### src/rtl/mac_arb_pkg.sv
// Shared types and defaults for the two-requester MAC arbiter.
package mac_arb_pkg;

  localparam int DATA_W_DEF  = 8;
  localparam int MAC_LAT_DEF = 1;

  typedef enum logic [1:0] {
    IDLE   = 2'd0,
    STREAM = 2'd1,
    DRAIN  = 2'd2,
    RESP   = 2'd3
  } mac_arb_state_e;

endpackage

### src/rtl/mac_arbiter_if.sv
// Bus between two vector requesters, the arbiter and the shared Product_Sum.
interface mac_arbiter_if import mac_arb_pkg::*; #(
  parameter int DATA_W = DATA_W_DEF
);

  // Every valid/ready pair transfers exactly on a cycle where both are high;
  // a source holds valid and payload stable until that cycle.
  logic                  req0_valid;
  logic                  req0_ready;
  logic [DATA_W-1:0]     req0_ai;
  logic [DATA_W-1:0]     req0_xi;
  logic                  req0_last;
  logic                  req1_valid;
  logic                  req1_ready;
  logic [DATA_W-1:0]     req1_ai;
  logic [DATA_W-1:0]     req1_xi;
  logic                  req1_last;

  logic [DATA_W-1:0]     mac_ai;
  logic [DATA_W-1:0]     mac_xi;
  logic                  mac_last;
  logic [2*DATA_W-1:0]   mac_result;

  logic                  rsp_valid;
  logic                  rsp_ready;
  logic                  rsp_id;
  logic [2*DATA_W-1:0]   rsp_result;

  modport slave (
    input  req0_valid, req0_ai, req0_xi, req0_last,
    input  req1_valid, req1_ai, req1_xi, req1_last,
    output req0_ready, req1_ready,
    output mac_ai, mac_xi, mac_last,
    input  mac_result,
    output rsp_valid, rsp_id, rsp_result,
    input  rsp_ready
  );

  modport master (
    output req0_valid, req0_ai, req0_xi, req0_last,
    output req1_valid, req1_ai, req1_xi, req1_last,
    input  req0_ready, req1_ready,
    input  mac_ai, mac_xi, mac_last,
    output mac_result,
    input  rsp_valid, rsp_id, rsp_result,
    output rsp_ready
  );

endinterface

### src/rtl/mac_arbiter_rr_arb2.sv
// Two-way round-robin grant; the pointer remembers the last granted index.
module rr_arb2 (
  input  logic       clk,
  input  logic       reset,
  input  logic [1:0] req,
  input  logic       advance,
  output logic [1:0] grant
);

  logic last_q, last_d;

  always_comb begin
    grant = req;
    if (req == 2'b11) grant = last_q ? 2'b01 : 2'b10;
  end

  always_comb begin
    last_d = last_q;
    if (advance && grant != 2'b00) last_d = grant[1];
  end

  // Reset to "req1 was last" so a tie after reset goes to req0.
  always_ff @(posedge clk) begin
    if (reset) last_q <= 1'b1;
    else       last_q <= last_d;
  end

endmodule

### src/rtl/mac_arbiter.sv
// Grants the shared Product_Sum to one requester per vector, streams its
// operand pairs, waits out the MAC latency and returns the sum.
module mac_arbiter import mac_arb_pkg::*; #(
  parameter int DATA_W  = DATA_W_DEF,
  parameter int MAC_LAT = MAC_LAT_DEF
) (
  input  logic           clk,
  input  logic           reset,
  mac_arbiter_if.slave   bus,
  output mac_arb_state_e dbg_state
);

  localparam int CNT_W = (MAC_LAT < 2) ? 1 : $clog2(MAC_LAT + 1);

  mac_arb_state_e      state_q, state_d;
  logic                gnt_q, gnt_d;
  logic [CNT_W-1:0]    cnt_q, cnt_d;
  logic [DATA_W-1:0]   mac_ai_q, mac_ai_d, mac_xi_q, mac_xi_d;
  logic                mac_last_q, mac_last_d;
  logic                rsp_valid_q, rsp_valid_d, rsp_id_q, rsp_id_d;
  logic [2*DATA_W-1:0] rsp_result_q, rsp_result_d;

  logic [1:0]          grant;
  logic                sel_valid, sel_last, accept, drain_done, rsp_fire, in_stream;
  logic [DATA_W-1:0]   sel_ai, sel_xi;

  rr_arb2 u_rr (
    .clk     (clk),
    .reset   (reset),
    .req     ({bus.req1_valid, bus.req0_valid}),
    .advance (state_q == IDLE),
    .grant   (grant)
  );

  assign sel_valid  = gnt_q ? bus.req1_valid : bus.req0_valid;
  assign sel_last   = gnt_q ? bus.req1_last  : bus.req0_last;
  assign sel_ai     = gnt_q ? bus.req1_ai    : bus.req0_ai;
  assign sel_xi     = gnt_q ? bus.req1_xi    : bus.req0_xi;
  assign in_stream  = (state_q == STREAM);
  assign accept     = in_stream && sel_valid;
  assign drain_done = (state_q == DRAIN) && (cnt_q == CNT_W'(MAC_LAT));
  assign rsp_fire   = rsp_valid_q && bus.rsp_ready;

  always_ff @(posedge clk) begin
    if (reset) begin
      state_q      <= IDLE;
      gnt_q        <= 1'b0;
      cnt_q        <= '0;
      mac_ai_q     <= '0;
      mac_xi_q     <= '0;
      mac_last_q   <= 1'b0;
      rsp_valid_q  <= 1'b0;
      rsp_id_q     <= 1'b0;
      rsp_result_q <= '0;
    end else begin
      state_q      <= state_d;
      gnt_q        <= gnt_d;
      cnt_q        <= cnt_d;
      mac_ai_q     <= mac_ai_d;
      mac_xi_q     <= mac_xi_d;
      mac_last_q   <= mac_last_d;
      rsp_valid_q  <= rsp_valid_d;
      rsp_id_q     <= rsp_id_d;
      rsp_result_q <= rsp_result_d;
    end
  end

  always_comb begin
    state_d = state_q;
    case (state_q)
      IDLE:    if (grant != 2'b00)      state_d = STREAM;
      STREAM:  if (accept && sel_last)  state_d = DRAIN;
      DRAIN:   if (drain_done)          state_d = RESP;
      RESP:    if (rsp_fire)            state_d = IDLE;
      default:                          state_d = IDLE;
    endcase
  end

  // Non-accepting cycles feed zeros so the running sum in Product_Sum holds.
  always_comb begin
    gnt_d        = gnt_q;
    if (state_q == IDLE && grant != 2'b00) gnt_d = grant[1];
    mac_ai_d     = accept ? sel_ai : '0;
    mac_xi_d     = accept ? sel_xi : '0;
    mac_last_d   = accept && sel_last;
    cnt_d        = '0;
    if (state_q == DRAIN && !drain_done) cnt_d = cnt_q + CNT_W'(1);
    rsp_valid_d  = rsp_valid_q;
    rsp_id_d     = rsp_id_q;
    rsp_result_d = rsp_result_q;
    if (drain_done) begin
      rsp_valid_d  = 1'b1;
      rsp_id_d     = gnt_q;
      rsp_result_d = bus.mac_result;
    end
    if (rsp_fire) rsp_valid_d = 1'b0;
  end

  assign bus.req0_ready = in_stream && !gnt_q;
  assign bus.req1_ready = in_stream &&  gnt_q;
  assign bus.mac_ai     = mac_ai_q;
  assign bus.mac_xi     = mac_xi_q;
  assign bus.mac_last   = mac_last_q;
  assign bus.rsp_valid  = rsp_valid_q;
  assign bus.rsp_id     = rsp_id_q;
  assign bus.rsp_result = rsp_result_q;
  assign dbg_state      = state_q;

endmodule

### src/flat_wrapper.sv
// flat-port wrapper written by rule: the top's interface ports become plain ports
module mac_arbiter_flat import mac_arb_pkg::*;
#(
  parameter int DATA_W  = DATA_W_DEF,
  parameter int MAC_LAT = MAC_LAT_DEF
)
  (clk, reset, dbg_state, bus_req0_valid, bus_req0_ai, bus_req0_xi, bus_req0_last, bus_req1_valid, bus_req1_ai, bus_req1_xi, bus_req1_last, bus_req0_ready, bus_req1_ready, bus_mac_ai, bus_mac_xi, bus_mac_last, bus_mac_result, bus_rsp_valid, bus_rsp_id, bus_rsp_result, bus_rsp_ready);
  mac_arbiter_if #(.DATA_W(DATA_W)) bus_i ();
  input  logic clk;
  input  logic reset;
  output mac_arb_state_e dbg_state;
  input wire logic [$bits(bus_i.req0_valid)-1:0] bus_req0_valid;
  input wire logic [$bits(bus_i.req0_ai)-1:0] bus_req0_ai;
  input wire logic [$bits(bus_i.req0_xi)-1:0] bus_req0_xi;
  input wire logic [$bits(bus_i.req0_last)-1:0] bus_req0_last;
  input wire logic [$bits(bus_i.req1_valid)-1:0] bus_req1_valid;
  input wire logic [$bits(bus_i.req1_ai)-1:0] bus_req1_ai;
  input wire logic [$bits(bus_i.req1_xi)-1:0] bus_req1_xi;
  input wire logic [$bits(bus_i.req1_last)-1:0] bus_req1_last;
  output wire logic [$bits(bus_i.req0_ready)-1:0] bus_req0_ready;
  output wire logic [$bits(bus_i.req1_ready)-1:0] bus_req1_ready;
  output wire logic [$bits(bus_i.mac_ai)-1:0] bus_mac_ai;
  output wire logic [$bits(bus_i.mac_xi)-1:0] bus_mac_xi;
  output wire logic [$bits(bus_i.mac_last)-1:0] bus_mac_last;
  input wire logic [$bits(bus_i.mac_result)-1:0] bus_mac_result;
  output wire logic [$bits(bus_i.rsp_valid)-1:0] bus_rsp_valid;
  output wire logic [$bits(bus_i.rsp_id)-1:0] bus_rsp_id;
  output wire logic [$bits(bus_i.rsp_result)-1:0] bus_rsp_result;
  input wire logic [$bits(bus_i.rsp_ready)-1:0] bus_rsp_ready;
  assign bus_i.req0_valid = bus_req0_valid;
  assign bus_i.req0_ai = bus_req0_ai;
  assign bus_i.req0_xi = bus_req0_xi;
  assign bus_i.req0_last = bus_req0_last;
  assign bus_i.req1_valid = bus_req1_valid;
  assign bus_i.req1_ai = bus_req1_ai;
  assign bus_i.req1_xi = bus_req1_xi;
  assign bus_i.req1_last = bus_req1_last;
  assign bus_req0_ready = bus_i.req0_ready;
  assign bus_req1_ready = bus_i.req1_ready;
  assign bus_mac_ai = bus_i.mac_ai;
  assign bus_mac_xi = bus_i.mac_xi;
  assign bus_mac_last = bus_i.mac_last;
  assign bus_i.mac_result = bus_mac_result;
  assign bus_rsp_valid = bus_i.rsp_valid;
  assign bus_rsp_id = bus_i.rsp_id;
  assign bus_rsp_result = bus_i.rsp_result;
  assign bus_i.rsp_ready = bus_rsp_ready;
  mac_arbiter #(.DATA_W(DATA_W), .MAC_LAT(MAC_LAT)) u_core (.clk(clk), .reset(reset), .bus(bus_i), .dbg_state(dbg_state));
endmodule
### config.mk
export PLATFORM = sky130hd
export DESIGN_NAME = mac_arbiter_flat
export DESIGN_NICKNAME = d
export VERILOG_FILES = /design/src/rtl/mac_arb_pkg.sv /design/src/rtl/mac_arbiter_if.sv /design/src/rtl/mac_arbiter_rr_arb2.sv /design/src/rtl/mac_arbiter.sv /design/src/flat_wrapper.sv
export SDC_FILE = /design/constraint.sdc
export NUM_CORES = 1
export LEC_CHECK = 0
export CAP_MARGIN = 25
export CORE_UTILIZATION = 25
export CTS_BUF_LIST = sky130_fd_sc_hd__clkbuf_8
export DETAILED_ROUTE_END_ITERATION = 16
export DONT_BUFFER_PORTS = 1
export GPL_ROUTABILITY_DRIVEN = 0
export GPL_TIMING_DRIVEN = 0
export PLACE_DENSITY_LB_ADDON = 0.15
export SLEW_MARGIN = 20
export SYNTH_ARGS = -nofsm -noshare
export SYNTH_HDL_FRONTEND = slang
export SYNTH_SLANG_ARGS = --single-unit
### constraint.sdc
create_clock -name clk -period 1.5 [get_ports clk]
set_input_delay 0.15 -clock clk [delete_from_list [all_inputs] [get_ports clk]]
set_output_delay 0.15 -clock clk [all_outputs]
set_load 0.05 [all_outputs]
# Yosys cells after proc, flatten, opt, wreduce, memory -nomap -nowiden
# Index checks and enable logic that the tools add are counted.
# word_totals
register_bits,40
in_bits,55
output_inout_bits,39
word_cells,48
# op_classes
n_addsub,1
n_eq_ne,8
muxes,11
bitwise_logic,2
reduce_logical,16
# ops
op,count
$mux 8,2
$mux 2,6
$logic_and 1x1->1,8
$ne 2x1->1 const B,4
$pmux 2 s4,1
$eq 2x2->1 const B,3
$reduce_or 2->1,3
$reduce_and 4->1,1
$eq 2x1->1 const B,1
$logic_not 1->1,2
$logic_not 2->1,1
$mux 1,2
$not 1->1,2
$reduce_bool 2->1,1
$add 1x1->1 const B,1

# Depth between registers and ports, before layout
# Gate-level depths: netlist of run 1.
# depth
ltp_word,6
mapped_depth,7

# By module
# Synthesis of run 1 repeated with hierarchy kept, for this count alone.
# hier_totals
cells_unflattened,172
area_unflattened_um2,1609.0
# modules_own_cells
mod,instances,cells_per_inst,area_per_inst_um2,seq_area_each_um2
mac_arbiter,1,165,1547.7,780.7
rr_arb2,1,7,61.3,20.0

# Worst setup path before layout of run 1
# OpenSTA, ideal clock, no wires.
# synth_path
path_type,register to register
from,reg u_core.state_q[0] (netlist: u_core.dbg_state[0])
to,reg u_core.state_q[0] (netlist: u_core.dbg_state[0])
setup_ps,129
t_arrival_ps,1744
t_required_ps,1371
path_slack_ps,-374
path_stages_with_launch,7
path_buffers,0
period_less_slack_ps,1874
cell_sequence,dfxtp_1 > inv_1 > ha_1 > nor2b_1 > a221o_1 > o21ai_1 > o41ai_2
# synth_via
elab_chain_cells,5
# synth_lines
item,line_no,rtl
from (decl),mac_arbiter.sv:15,"mac_arb_state_e state_q, state_d;"
from (signal assigned),mac_arbiter.sv:56,state_q <= state_d;
$eq 2x1->1,"mac_arbiter.sv:39, mac_arbiter.sv:70",
$logic_and 1x1->1,mac_arbiter.sv:40,assign accept = in_stream && sel_valid;
$logic_and 1x1->1,mac_arbiter.sv:72,STREAM: if (accept && sel_last) state_d = DRAIN;
$ne 2x1->1 (no line),--,
$reduce_and 4->1 (no line),--,
# Parallel ways exist; a longest one is shown, timed or not.
# A chain may end at the register's enable or synchronous reset.

# Final worst setup path of run 1
# layout_path
from,reg u_core.state_q[0] (netlist: u_core.dbg_state[0])
to,reg u_core.state_q[1] (netlist: u_core.dbg_state[1])
# The elaborated chain is that of the path after synthesis.

==> impl_metrics.env, run 1 <==
export IMPL_status="finished, violations left"
export IMPL_failed_checks="negative setup slack"
export IMPL_cts_root_buf="clkbuf_8"
export IMPL_rows=28
export IMPL_ir_drop_uv=531
export IMPL_drt_initial_drc_count=26
export IMPL_ant_nets=0
export IMPL_wl_um=4120
export IMPL_die_w_um=81.3
export IMPL_dr_pass1_iters=4
export IMPL_worstPathRequired_ns=1.67
export IMPL_clkSlewWorstSetupHoldPaths_ns=0.09
export IMPL_reg2reg_from="u_core.dbg_state[0]"
export IMPL_placed_area_mm2=0.00168
export IMPL_skew_ns=0.00506
export IMPL_numCtsBuffers=5
export IMPL_cts_tree="yes"
export IMPL_dieArea_mm2=0.00660
export IMPL_cp_start_kind="register"
export IMPL_final_nets=272
export IMPL_dp_hpwl_um=2840
export IMPL_setup_ws_ns=-0.106
export IMPL_n_antenna_cell=0
export IMPL_p_leak_nw=0.819
export IMPL_synth_cell_type_count=23
export IMPL_dr_wl_met2_um=1940
export IMPL_drv_slew=0
export IMPL_wl_met1_um=1650
export IMPL_worstSetupPathType="reg -> reg"
export IMPL_seq_area_frac_synth_pct=51.0
export IMPL_initial_core_util_pct=26.2
export IMPL_grt_total_usage_pct=12.8
export IMPL_postLayoutCoreUtil_pct=36.3
export IMPL_finalCritPeriodShare_pct=107
export IMPL_r2r_end="u_core.dbg_state[1]"
export IMPL_synth_warnings=0
export IMPL_drive_gt1_share_pct=15.5
export IMPL_routed_top_layer="met4"
export IMPL_first_global_vias=1331
export IMPL_clockBufferDepth=2
export IMPL_insertion_delay_ns=0.30
export IMPL_grt_max_degree=18
export IMPL_core_area_mm2=0.00599
export IMPL_via_per_inst=4.53
export IMPL_drc=0
export IMPL_antenna_found_initial=0
export IMPL_pin_count=94
export IMPL_grt_pass1_wl_um=6130
export IMPL_area_growth_pct=38.4
export IMPL_finalPower_mw=3.05
export IMPL_max_freq_mhz=623
export IMPL_final_common_cell="nand2_1"
export IMPL_hp_start="bus_req0_last"
export IMPL_hold_viol=0
export IMPL_stdcell_area_mm2=0.00217
export IMPL_min_to="u_core.bus.mac_last"
export IMPL_ys_seq_elements=40
export IMPL_cp_max_fo=4
export IMPL_postSynthCellCount=173
export IMPL_routed_wl_met3_um=474
export IMPL_die_h_um=81.3
export IMPL_syn_num_nets=233
export IMPL_avgSynthCellArea_um2=9.08
export IMPL_wl_per_cell_um=14.3
export IMPL_maxSlewHeadroom_pct=65.0
export IMPL_setup_viol=2
export IMPL_hp_class="in -> reg"
export IMPL_tightest_slew_ns=0.525
export IMPL_cap_violations=0
export IMPL_powerDensity_mw_per_mm2=1400
export IMPL_place_port_buffers=0
export IMPL_htree_levels=2
export IMPL_r2r_slack_ns=-0.11
export IMPL_cts_num_sinks=40
export IMPL_min_period_ns=1.61
export IMPL_hold_depth=2
export IMPL_grt_overflow_total=0
export IMPL_rsz0062_at_grt="yes"
export IMPL_end_kind="register"
export IMPL_dr_total_vias=1306
export IMPL_worstRegToRegCells=6
export IMPL_mostFrequentLayoutCells="38 x nand2_1, 37 x dfxtp_1, 31 x dlygate4sd3_1, 24 x nor2_1, 19 x a21oi_1"
export IMPL_arrival_ns=1.77
export IMPL_netlist_area_mm2=0.00157
-- cells in the mapped netlist --
cell,n,share of area (%)
o21ai_1,2,0.64
a21oi_1,19,6.1
o211a_1,1,0.64
nand3b_4,1,1.3
clkbuf_1,3,0.72
buf_1,1,0.24
inv_1,3,0.72
mux2_2,1,0.72
nor2_1,24,5.7
dfxtp_1,40,51
mux2i_1,17,11
buf_4,1,0.48
nor2b_1,3,1.2
a221o_1,1,0.64
mux2_4,1,0.96
a211o_1,1,0.56
o41ai_2,1,1.0
nand3_1,1,0.32
nand2_1,39,9.3
buf_2,5,1.6
o41ai_1,1,0.56
ha_1,5,4.0
and2_1,2,0.80
-- state kept, by name, indices dropped and copies added (netlist names) --
signal / cells
u_core.bus.rsp_result: 16
u_core.dbg_state: 2
u_core.bus.mac_last: 1
u_core.bus.mac_xi: 8
u_core.gnt_q: 1
u_core.bus.mac_ai: 8
u_core.bus.rsp_id: 1
u_core.cnt_q: 1
u_core.bus.rsp_valid: 1
u_core.u_rr.last_q: 1
-- worst max path at each step --
| stage | to | cells after the start | from | slack [ns] |
|---|---|---|---|---|
| global route | u_core.dbg_state[1] | 5 | u_core.dbg_state[0] | -0.16 |
| floorplan | u_core.dbg_state[0] | 6 | u_core.dbg_state[0] | 0.001 |
| global placement | u_core.bus.rsp_id | 6 | u_core.dbg_state[0] | -0.20 |
| finish | u_core.dbg_state[1] | 6 | u_core.dbg_state[0] | -0.11 |
| detailed placement | u_core.bus.rsp_result[13] | 6 | u_core.dbg_state[0] | -0.24 |
| CTS | u_core.dbg_state[1] | 6 | u_core.dbg_state[0] | -0.09 |
-- report_power, final --
group / switching [mW] / internal (mW) / total [mW]
clock network: 0.408 / 0.494 / 0.902
logic: 0.370 / 0.338 / 0.708
registers: 0.287 / 1.15 / 1.44
total: 1.06 / 1.99 / 3.05
-- cell families after synthesis --
logic type | after synthesis | share of synthesized area (%)
and+or+nand+nor | 70 | 18.6
muxes | 19 | 12.5
AOI/OAI and AO/OA | 26 | 10.1
buffers and inverters | 13 | 3.74
DFF | 40 | 51.0
adders and majority gates | 5 | 3.98
-- cell type report --
cell class / count / area [um2]
Buffer: 8 / 43.8
Clock buffer: 5 / 68.8
Clock inverter: 3 / 41.3
Fill cell: 607 / 3820
Inverter: 3 / 16.3
Multi-Input combinational cell: 120 / 767
Sequential cell: 40 / 810
Tap cell: 75 / 93.8
Timing Repair Buffer: 34 / 333
-- worst max-delay path: stages (launching register included) --
cell,delay [ns]
dfxtp_4,0.49
inv_4,0.07
ha_4,0.18
nor2b_4,0.12
a221o_1,0.35
o21ai_2,0.17
o41ai_2,0.09
-- metrics by stage --
stage	hold slack [ns]	setup WS, ns	setup TNS, ns	instances
finish	0.00704	-0.106	-0.208	288
detailed placement	0.294	-0.242	-2.57	248
CTS	0.000264	-0.0861	-0.164	288
global route	0.00360	-0.165	-0.343	288
global placement	0.289	-0.205	-2.13	248
floorplan	0.286	0.00135	0	173
-- repair_timing --
action | in CTS | in global routing
resized for setup | 16 | 2
endpoints found under the setup margin | 14 | 14
hold buffers | 31 | 0
pin swaps | 4 | 1
endpoints found under the hold margin | 25 | 0
buffers inserted | 2 | 1
-- layer usage --
layer	track usage [%]	vias to the layer above
met3	6.74	6
met5	0	-
li1	-	642
met2	21.3	74
met4	7.32	0
met1	12.7	584
Note: power is estimated with default switching activity, not from simulation.
==> run 2: changes to the inputs <==
--- a/config.mk
+++ b/config.mk
@@ -10,7 +10,6 @@
 export CTS_BUF_LIST = sky130_fd_sc_hd__clkbuf_8
 export DETAILED_ROUTE_END_ITERATION = 16
 export DONT_BUFFER_PORTS = 1
-export GPL_ROUTABILITY_DRIVEN = 0
 export GPL_TIMING_DRIVEN = 0
 export PLACE_DENSITY_LB_ADDON = 0.15
 export SLEW_MARGIN = 20
==> results of run 2 <==
Final layout, timing and power as in run 1 (identical DEF).
==> run 3: changes to the inputs <==
--- a/config.mk
+++ b/config.mk
@@ -5,6 +5,7 @@
 export SDC_FILE = /design/constraint.sdc
 export NUM_CORES = 1
 export LEC_CHECK = 0
+export ABC_CLOCK_PERIOD_IN_PS = 1500
 export CAP_MARGIN = 25
 export CORE_UTILIZATION = 25
 export CTS_BUF_LIST = sky130_fd_sc_hd__clkbuf_8
==> results of run 3 <==
Final layout, timing and power as in run 1 (identical DEF).
==> RTL edit, RTL diff (settings of run 2) <==
Put one more register stage on the output `dbg_state`, without a reset. The value now appears one clock later. The other outputs are not delayed to match.
--- a/src/rtl/mac_arbiter.sv
+++ b/src/rtl/mac_arbiter.sv
@@ -105,5 +105,7 @@
   assign bus.rsp_id     = rsp_id_q;
   assign bus.rsp_result = rsp_result_q;
-  assign dbg_state      = state_q;
+  always_ff @(posedge clk) begin
+    dbg_state <= state_q;
+  end
 
 endmodule
Formal check against the unedited RTL: not equivalent (a bounded check fails within 4 cycles, from zero or initial values and one cycle with reset high).
==> RTL edit against run 2 <==
The run ends with negative hold slack left; sequential cell count increased by 2; setup slack improved by 0.11 ns; sequential share of layout area rose by 4.7 points; critical path depth unchanged; final area fell by 6.4%; via count shrank 3.2%; synthesized area rose by 2.5%; total power down 4.7%; routed wire length down 6.6%; die area is 2.5% higher; clock power shrank 25%; non-clock buffer count is 15 lower; utilization fell by 2.7 points; critical path type unchanged.
==> RTL edit: results (changes against run 2) <==
synthesis:
  synthAdderAreaFrac_pct: 3.89  # -0.099 points
  synth_nets: 235  # +0.86%
  synthMuxAreaShare_pct: 12.2  # -0.31 points
  synth-seq-area-share_pct: 52.2  # +1.2 points
  synth_common_cells: "dfxtp_1 (42), nand2_1 (39), nor2_1 (24)"
  synth_compound_area_share_pct: 9.87  # -0.25 points
  synthTopCellsByArea: "dfxtp_1 (52%), mux2i_1 (11%), nand2_1 (9.1%)"
sta:
  holdWs_ns: -0.000327  # -0.00736 ns
  hold_viol_final: 1  # +1
place:
  place_area_um2: 1710  # +1.8%
  hpwlAfterDp_um: 2770  # -2.6%
  gp_congestion: 0.673  # -1.8%
global_route:
  track_usage_pct: 11.2  # -1.5 points
  grt_pass1_wl_um: 5440  # -11%
detailed_routing:
  first_iter_violations: 32  # +23%
  wl_per_cell_um: 14.0  # -1.8%
  met1_length_um: 1490  # -9.7%
  via_per_inst: 4.61  # +1.7%
  wl_met3_um: 436  # -8.0%
  wl_met2_um: 1860  # -3.7%
final_layout:
  drive_gt1_share_pct: 15.6  # +0.085 points
  nets: 259  # -4.8%
  area_growth_syn_to_layout_pct: 26.3
power:
  peakVddDrop_mv: 0.503  # -5.2%
  p_leak_uw: 0.000762  # -6.9%
critical_path:
  cpPeakStageDelay_ns: 0.39  # -0.10 ns
  cp_data_arrival_time_ns: 1.66  # -0.11 ns
run_status:
  status: "complete, but fails checks"
  violations: "negative hold slack"
clocking:
  clk_path_buf_depth: 2  # unchanged
  htree_levels: 2  # unchanged
[RTL edit: timing repair]
item | CTS | global route
hold buffers | 15 | 0
gates resized for setup | 14 | 12
pin swaps | 2 | 5
setup buffers | 1 | 2
endpoints found under the setup margin | 14 | 14
endpoints found under the hold margin | 15 | 0
[RTL edit: final cells by class]
type                       instances  area (µm²)
multi-input combinational        120         768
clock inverter                     2        7.51
inverter                           3        13.8
buffer                             9        52.6
clock buffer                       5        68.8
fill                             628        4030
tap                               75        93.8
timing repair buffer              18         176
sequential                        42         852
[RTL edit: worst register-to-register path: cells and delay by family, from the launching register on]
kind / cells / cell delay [ns]
simple gates: 1 / 0.12
buf+inv: 1 / 0.05
flops: 1 / 0.39
compound gates: 3 / 0.66
fa+ha+maj: 1 / 0.16
[RTL edit: logic make-up (layout without fill, tap and decap cells)]
group / count (synthesis) / in the layout
AND/OR/NAND/NOR: 70 / 70
AO/OA/AOI/OAI: 26 / 26
multiplexers: 19 / 19
adder cells (fa/ha/maj): 5 / 5
flip-flops: 42 / 42
buffers and inverters: 13 / 37
[RTL edit: through the flow]
step                power (µW)  instances  setup slack (ns)  utilization (%)  hold WS, ns
finish                    2910        274           0.00528             33.5    -0.000327
CTS                       2840        272           -0.0279             32.5     0.000425
floorplan                 1970        175            0.0210                -        0.286
global placement          2050        250            -0.191             28.2        0.288
detailed placement        2070        250            -0.227             28.2        0.295
global route              3060        274           -0.0282             33.5     0.000359
[RTL edit: path summary, 6_finish.rpt]
kind | from | endpoint | slack [ns] | cells after the start
setup / recovery | u_core.state_q[0] | u_core.state_q[0] | 0.005 | 6
hold / removal | bus_mac_result[4] | u_core.bus.rsp_result[4] | -0.0003 | 2
setup reg to reg | u_core.state_q[0] | u_core.state_q[0] | 0.005 | 6
hold reg to reg | u_core.state_q[1] | u_core.dbg_state[1] | 0.42 | 0
[RTL edit: metal layers]
layer | GRT usage [%] | up-vias
li1 | - | 623
met1 | 10.9 | 563
met2 | 19.5 | 74
met3 | 5.82 | 4
met4 | 5.61 | 0
met5 | 0 | -
[RTL edit: report_power, final]
| group | total, µW | switching (µW) | leakage [µW] | internal, µW |
|---|---|---|---|---|
| registers | 1540 | 313 | 0.000342 | 1230 |
| logic | 691 | 369 | 0.000373 | 322 |
| clock network | 674 | 366 | 0.0000466 | 307 |
